$ cat src/rtl/spi_pkg.sv
// spi_pkg: shared SPI mode decode and master FSM state type.
package spi_pkg;

    typedef enum logic [2:0] {S_IDLE, S_LEAD, S_SHIFT, S_TRAIL, S_GAP} spi_mst_state_t;

    function automatic logic spi_cpol(input int mode);
        return mode == 2 || mode == 3;
    endfunction

    function automatic logic spi_cpha(input int mode);
        return mode == 1 || mode == 3;
    endfunction

endpackage

$ cat src/rtl/spi_clkgen.sv
// spi_clkgen: SClk half-period divider, active only while the master is shifting.
module spi_clkgen #(
    parameter int   CLK_DIV = 4,
    parameter logic CPOL    = 1'b0
) (
    input  logic clk,
    input  logic rst_n,
    input  logic en,
    output logic edge_tick,
    output logic leading,
    output logic sclk
);
    localparam int CW = $clog2(CLK_DIV);
    localparam logic [CW-1:0] DIV_LAST = CW'(CLK_DIV - 1);

    logic [CW-1:0] div;

    // The first tick lands on the first enabled cycle, so edge 1 follows LEAD with no slack.
    assign edge_tick = en && div == '0;
    assign leading   = sclk == CPOL;

    always_ff @(posedge clk or negedge rst_n)
        if (!rst_n) begin
            div  <= '0;
            sclk <= CPOL;
        end else begin
            div  <= en ? (div == DIV_LAST ? '0 : div + 1'b1) : '0;
            sclk <= en ? sclk ^ edge_tick : CPOL;
        end
endmodule

$ cat src/rtl/spi_master.sv
// spi_master: single-word SPI bus master for all four modes.
// The FSM runs one cycle ahead of the registered pins, so every pin changes one Clk after its state.
module spi_master
    import spi_pkg::*;
#(
    parameter int DATA_WIDTH = 8,
    parameter int SPI_MODE   = 0,
    parameter int CLK_DIV    = 4
) (
    input  logic                  Clk,
    input  logic                  Rst_n,
    input  logic                  Start,
    input  logic [DATA_WIDTH-1:0] TxData,
    output logic                  Busy,
    output logic                  Done,
    output logic [DATA_WIDTH-1:0] RxData,
    output logic                  SClk,
    output logic                  MOSI,
    output logic                  SS,
    input  logic                  MISO
);
    localparam logic CPOL = spi_cpol(SPI_MODE);
    localparam logic CPHA = spi_cpha(SPI_MODE);
    localparam int CW = $clog2(CLK_DIV);
    localparam int EW = $clog2(2 * DATA_WIDTH);
    localparam logic [CW-1:0] CNT_LAST   = CW'(CLK_DIV - 1);
    localparam logic [CW-1:0] TRAIL_LAST = CW'(CLK_DIV - 2);
    localparam logic [EW-1:0] EDGE_LAST  = EW'(2 * DATA_WIDTH - 1);

    spi_mst_state_t        state, state_nxt;
    logic [CW-1:0]         cnt;
    logic [EW-1:0]         edges;
    logic [DATA_WIDTH-1:0] tx_sr, rx_sr;
    logic                  fin, tick, leading, last_edge, drive, sample;

    spi_clkgen #(.CLK_DIV(CLK_DIV), .CPOL(CPOL)) u_clkgen (
        .clk      (Clk),
        .rst_n    (Rst_n),
        .en       (state == S_SHIFT),
        .edge_tick(tick),
        .leading  (leading),
        .sclk     (SClk)
    );

    assign last_edge = tick && edges == EDGE_LAST;
    assign sample    = tick && (leading ^ CPHA);
    assign drive     = CPHA ? tick && leading
                            : (state == S_LEAD && cnt == '0) || (tick && !leading && !last_edge);

    // SHIFT leaves on the tick of the last edge, so TRAIL needs one cycle less to keep SClk idle for a full half-period.
    always_comb
        state_nxt = state == S_IDLE  ? (Start ? S_LEAD : S_IDLE) :
                    state == S_LEAD  ? (cnt == CNT_LAST ? S_SHIFT : S_LEAD) :
                    state == S_SHIFT ? (last_edge ? S_TRAIL : S_SHIFT) :
                    state == S_TRAIL ? (cnt == TRAIL_LAST ? S_GAP : S_TRAIL) :
                                       (cnt == CNT_LAST ? S_IDLE : S_GAP);

    always_ff @(posedge Clk or negedge Rst_n)
        if (!Rst_n) begin
            state  <= S_IDLE;
            cnt    <= '0;
            edges  <= '0;
            tx_sr  <= '0;
            rx_sr  <= '0;
            fin    <= 1'b0;
            Busy   <= 1'b0;
            Done   <= 1'b0;
            RxData <= '0;
            MOSI   <= 1'b0;
            SS     <= 1'b1;
        end else begin
            state <= state_nxt;
            cnt   <= state_nxt != state ? '0 : cnt + 1'b1;
            edges <= state == S_IDLE ? '0 : edges + EW'(tick);
            if (state == S_IDLE && Start) begin
                tx_sr <= TxData;
                rx_sr <= '0;
            end else begin
                if (drive) begin
                    MOSI  <= tx_sr[DATA_WIDTH-1];
                    tx_sr <= tx_sr << 1;
                end
                if (sample)
                    rx_sr <= {rx_sr[DATA_WIDTH-2:0], MISO};
            end
            fin  <= state == S_GAP && cnt == CNT_LAST;
            Done <= fin;
            if (fin)
                RxData <= rx_sr;
            Busy <= state != S_IDLE;
            SS   <= !(state inside {S_LEAD, S_SHIFT, S_TRAIL});
        end
endmodule

$ cat config.mk
export PLATFORM = sky130hd
export DESIGN_NAME = spi_master
export DESIGN_NICKNAME = d
export VERILOG_FILES = /design/src/rtl/spi_pkg.sv /design/src/rtl/spi_clkgen.sv /design/src/rtl/spi_master.sv
export SDC_FILE = /design/constraint.sdc
export NUM_CORES = 1
export LEC_CHECK = 0
export ABC_AREA = 0
export ABC_CLOCK_PERIOD_IN_PS = 1700
export BUFFER_PORTS_ARGS = -buffer_cell sky130_fd_sc_hd__buf_2
export CORE_MARGIN = 5
export CORE_UTILIZATION = 50
export CTS_CLUSTER_SIZE = 8
export DETAILED_ROUTE_END_ITERATION = 8
export GPL_ROUTABILITY_DRIVEN = 1
export PLACE_DENSITY = 0.78
export SETUP_SLACK_MARGIN = 0.3
export SYNTH_ARGS = -nofsm -noshare
export SYNTH_HDL_FRONTEND = slang
export SYNTH_SLANG_ARGS = --single-unit
$ cat constraint.sdc
create_clock -name Clk -period 1.7 [get_ports Clk]
set_input_delay 0.34 -clock Clk [delete_from_list [all_inputs] [get_ports Clk]]
set_output_delay 0.34 -clock Clk [all_outputs]
set_load 0.005 [all_outputs]
# Word level (Yosys, flattened, before mapping)
# Index checks and enable logic that the tools add are counted.
# word_totals
latch_bits	0
romBits	0
mem_count	0
elab_cells	65
reg_bits	41
ram_bits	0
# op_classes
eq_ne	9
bitwise_logic	3
mul	0
mux	18
shifts	0
div	0
magnitude_cmp	0
n_reduce_logical	19
n_addsub	3
# ops
op	count
8-bit two-way mux	4
3-bit two-way mux	6
1-bit logical AND	8
2-bit two-way mux	4
2-bit equality test (second input constant)	3
3-bit by 2-bit equality test with 1-bit output (second input constant)	2
3-bit nonzero test	2
2-bit by 1-bit adder with 2-bit output (second input constant)	2
4-bit by 1-bit adder with 4-bit output	1
4-bit equality test (second input constant)	1
2-bit logical NOT	2
4-bit two-way mux	1
2-bit nonzero test	2
3-bit by 1-bit equality test with 1-bit output (second input constant)	1
3-bit equality test (second input constant)	1
3-bit logical NOT	1
1-bit two-way mux	3
3-bit != test	1
1-bit logical NOT	2
1-bit inverter	2
2-bit AND reduction	1
1-bit logical OR	1
1-bit XOR	1

# Longest topological paths before layout
# logic_depth
depth_word	9
ltp_mapped	9

# Cells and area by module
# From an unflattened synthesis, not the netlist that was laid out.
# hier_totals
hier_cells	155
hier_area_um2	1870.5
# modules_own_cells
module	area_per_inst_um2	seq_area_each_um2	instances	cells_each
spi_master	1722.9	952.2	1	142
spi_clkgen	147.6	75.1	1	13

# Least setup slack after synthesis
# No wires, ideal clock.
# synth_timing
kind	register to register
startpoint	reg u_clkgen.div[0]
endpoint	reg MOSI
n_path_buf	0
setup_ps	125
synth_period_minus_slack_ps	1771
stages_incl_launch_ff	9
t_arrival_ps	1647
required_ps	1575
slack_ps	-71
cell_sequence	dfrtp_1 > inv_1 > ha_1 > nand4bb_1 > inv_1 > ha_1 > o21ai_0 > a21oi_2 > mux2_2
# synth_between
elab_chain_cells	7
elab_cells_between_ends	8
# synth_lines
element	line	source
start, declared	spi_clkgen.sv:16	logic [CW-1:0] div;
start signal, assigned	spi_clkgen.sv:27	div <= en ? (div == DIV_LAST ? '0 : div + 1'b1) : '0;
2-bit logical NOT *	spi_clkgen.sv:19	assign edge_tick = en && div == '0;
1-bit logical AND *	spi_clkgen.sv:19	
1-bit logical AND	spi_master.sv:45	assign last_edge = tick && edges == EDGE_LAST;
1-bit logical NOT	spi_master.sv:48	: (state == S_LEAD && cnt == '0) || (tick && !leading && !last_edge);
1-bit logical AND *	spi_master.sv:48	
1-bit logical OR *	spi_master.sv:48	
2-bit AND reduction (no source line) *	--	
end signal, assigned	spi_master.sv:80	MOSI <= tx_sr[DATA_WIDTH-1];
end, declared	spi_master.sv:18	output logic MOSI,
# Mark *: on every way between the ends. The rest lies on a longest branch, timed or not.
# A chain may end at the register's enable or synchronous reset.

# Final worst setup path
# layout_timing
startpoint	reg u_clkgen.div[1]
endpoint	reg tx_sr[1]
# layout_between
elab_chain_cells	7
elab_cells_between_ends	8
# layout_lines
element	line	source
2-bit logical NOT *	spi_clkgen.sv:19	
1-bit logical AND *	spi_clkgen.sv:19	
1-bit logical AND	spi_master.sv:45	
1-bit logical NOT	spi_master.sv:48	
1-bit logical AND *	spi_master.sv:48	
1-bit logical OR *	spi_master.sv:48	
2-bit nonzero test (no source line) *	--	
end signal, assigned	spi_master.sv:76	tx_sr <= TxData;
end signal, assigned	spi_master.sv:81	tx_sr <= tx_sr << 1;
end, declared	spi_master.sv:33	logic [DATA_WIDTH-1:0] tx_sr, rx_sr;
# Marked as above.

==> impl_metrics.csv <==
group,metric,value,unit
timing,setup_tns,-402,ps
timing,tightest_slew,465,ps
routing,final_antenna_net_count,0,
synth,yosys_warnings,0,
die,dieArea,0.00496,mm2
placement,dp_slack,-137,ps
synth,syn_inst,147,
finish,fin_nets,211,
critical_path,path_max_fanout,8,
clocking,clkSinkCount,41,
finish,area_growth,32.6,%
grt,grt_pass1_wl,6150,um
routing,drt_iter0_drc,38,
critical_path,reg2reg_to,"tx_sr[1]",
die,num_rows,22,
flow_run,maxCapViolations,0,
grt,overflow,0,
die,io_pins,25,
timing,setup_viol,10,
critical_path,crit_arrival,1940,ps
worst_hold_path,hold_start,"TxData[0]",
critical_path,crit_path_end,"tx_sr[1]",
finish,layout.cells.most_common_list,"dfrtp_1, buf_2, buf_4, nor2_1",
power,p_leak,1.15,nW
critical_path,worstRegToRegCells,8,
finish,fin_cells,239,
synth,synth_seq_area_share,56.3,%
synth,async_reset_ff_share,100,%
critical_path,crit_path_start_kind,"flop",
die,core,0.00361,mm2
power,ir_drop,1100,uV
routing,first_pass_iters,4,
timing,slew_viol_final,0,
placement,dp_hpwl,2440,um
routing,drt_wl_total,3630,um
placement,dp.cells,225,
critical_path,end_kind,"flop",
critical_path,startpoint,"u_clkgen.div[1]",
finish,final_util,67.1,%
grt,grt_util_all_layers,15.9,%
synth,syn-num-nets,168,
critical_path,path_class,"flop to flop",
critical_path,r2r_start,"u_clkgen.div[1]",
clocking,cts_max_path_buffers,2,
grt,antenna_found_initial,0,
clocking,cts_buffers,5,
timing,hold_ws,281,ps
finish,drive_above_1_share,42.9,%
timing,hold_viol,0,
placement,port-buffer-count,24,
clocking,cts-root-buf,"clkbuf_8",
die,die_w,70.4,um
run_status,status,"finished with violations",
finish,final_common_cell,"dfrtp_1",
critical_path,crit_required,1880,ps
synth,synth_seq_cells,41,
timing,period_needed,1770,ps
routing,vias_per_cell,5.15,
synth,netlist_area,0.00182,mm2
synth,syn_area_per_cell,12.4,um2
routing,dr_total_vias,1230,
timing,fin_crit_sh,104,%
power,powerDensity,1560,mW/mm2
clocking,path_clk_slew,80,ps
finish,antenna_cells,0,
critical_path,r2r_slack,-70,ps
grt,grt_max_degree,23,
timing,clock.fmax,567,MHz
timing,rsz0062_at_grt,"true",
die,die_h,70.4,um
clocking,clk_latency,290,ps
routing,remaining_drc_errors,0,
synth,ys.flop_type,"dfrtp_1",
die,start_util,50.6,%
grt,grt_pass1_vias,1348,
timing,postLayoutSetupSlackWorst,-65.2,ps
clocking,cts_tree,"yes",
placement,gp_routability_congestion,0.801,
clocking,htreeDepth,2,
synth,synth_cell_types,36,
synth,synth_edf_count,0,
timing,fin_worst_skew,6.98,ps
run_status,violations,"setup timing",
timing,slew_headroom,69.0,%
routing,wl_per_cell,15.2,um
worst_hold_path,hp-class,"primary input to flop",
==> Yosys cell counts (all sizes together) (2+ instances only) <==
| library cell | number | area (um2) |
|---|---|---|
| clkbuf | 3 | 11.3 |
| dfrtp | 40 | 1000 |
| and2 | 9 | 56.3 |
| mux2i | 9 | 90.1 |
| nor2 | 15 | 56.3 |
| nand3 | 2 | 10.0 |
| a221o | 7 | 70.1 |
| inv | 8 | 30.0 |
| nand3b | 2 | 15.0 |
| nor3 | 2 | 10.0 |
| mux2 | 9 | 101 |
| ha | 9 | 113 |
| nor4b | 2 | 32.5 |
| a211oi | 2 | 15.0 |
| nand2 | 3 | 11.3 |
| and3 | 2 | 12.5 |
| buf | 4 | 32.5 |
| a21oi | 4 | 23.8 |
==> what timing repair did <==
action | CTS | global route
resized for setup | 18 | 12
pin swaps | 5 | 11
setup endpoints to repair | 24 | 25
hold buffers | 1 | 0
setup buffers | 3 | 2
hold endpoints to repair | 19 | 0
==> through the flow <==
stage	cell area [um2]	total power (W)
finish	2420	0.00376
detailed placement	2090	0.00256
floorplan	1840	0.00221
CTS	2360	0.00369
global route	2420	0.00400
global placement	2090	0.00250
==> worst min path at each step <==
| stage | to | depth (start not counted) |
|---|---|---|
| after global placement | rx_sr[5] | 1 |
| after global routing | tx_sr[0] | 2 |
| final | tx_sr[0] | 2 |
| after floorplan | Busy | 0 |
| after CTS | tx_sr[0] | 2 |
| after detailed placement | RxData[5] | 1 |
==> flip-flops by register name, indices dropped and copies added, names as in the netlist <==
signal,cells
RxData,8
u_clkgen.sclk,1
edges,4
fin,1
cnt,2
tx_sr,8
state,3
rx_sr,8
Busy,1
SS,1
Done,1
u_clkgen.div,2
MOSI,1
==> layout make-up <==
class                      instances  area (um2)
fill                             267        1190
timing repair buffer              43         294
tap                               48        60.1
clock inverter                     3        65.1
clock buffer                       5        68.8
sequential                        41        1030
inverter                           8        30.0
multi-input combinational         91         873
==> cells by family after synthesis <==
family / synth area share, %
compound gates: 7.48
xor+xnor: 0.960
fa+ha+maj: 6.17
buf+inv: 4.05
flops: 56.3
mux: 10.5
simple gates: 14.5
==> where the power goes <==
part           switching, W  total, W  internal, W
Sequential         0.000140   0.00135      0.00121
Combinational      0.000732   0.00150     0.000770
Clock              0.000329  0.000912     0.000583
Total               0.00120   0.00376      0.00256
==> routing by layer <==
metal / vias to the layer above / GRT usage, % / wire length (um)
met2: 20 / 26.8 / 1880
met1: 604 / 18.6 / 1520
met4: 0 / 5.96 / 65
met5: - / 0 / 0
li1: 596 / - / -
met3: 10 / 5.32 / 164
==> worst max-delay path, cell delays in order, from the launching register on <==
cell	delay, ps
dfrtp_1	390
inv_2	90
ha_4	130
nand4bb_1	140
inv_2	120
ha_4	140
o21ai_4	60
and3b_2	250
a221o_1	340
Power figures use the tool's default switching activity.
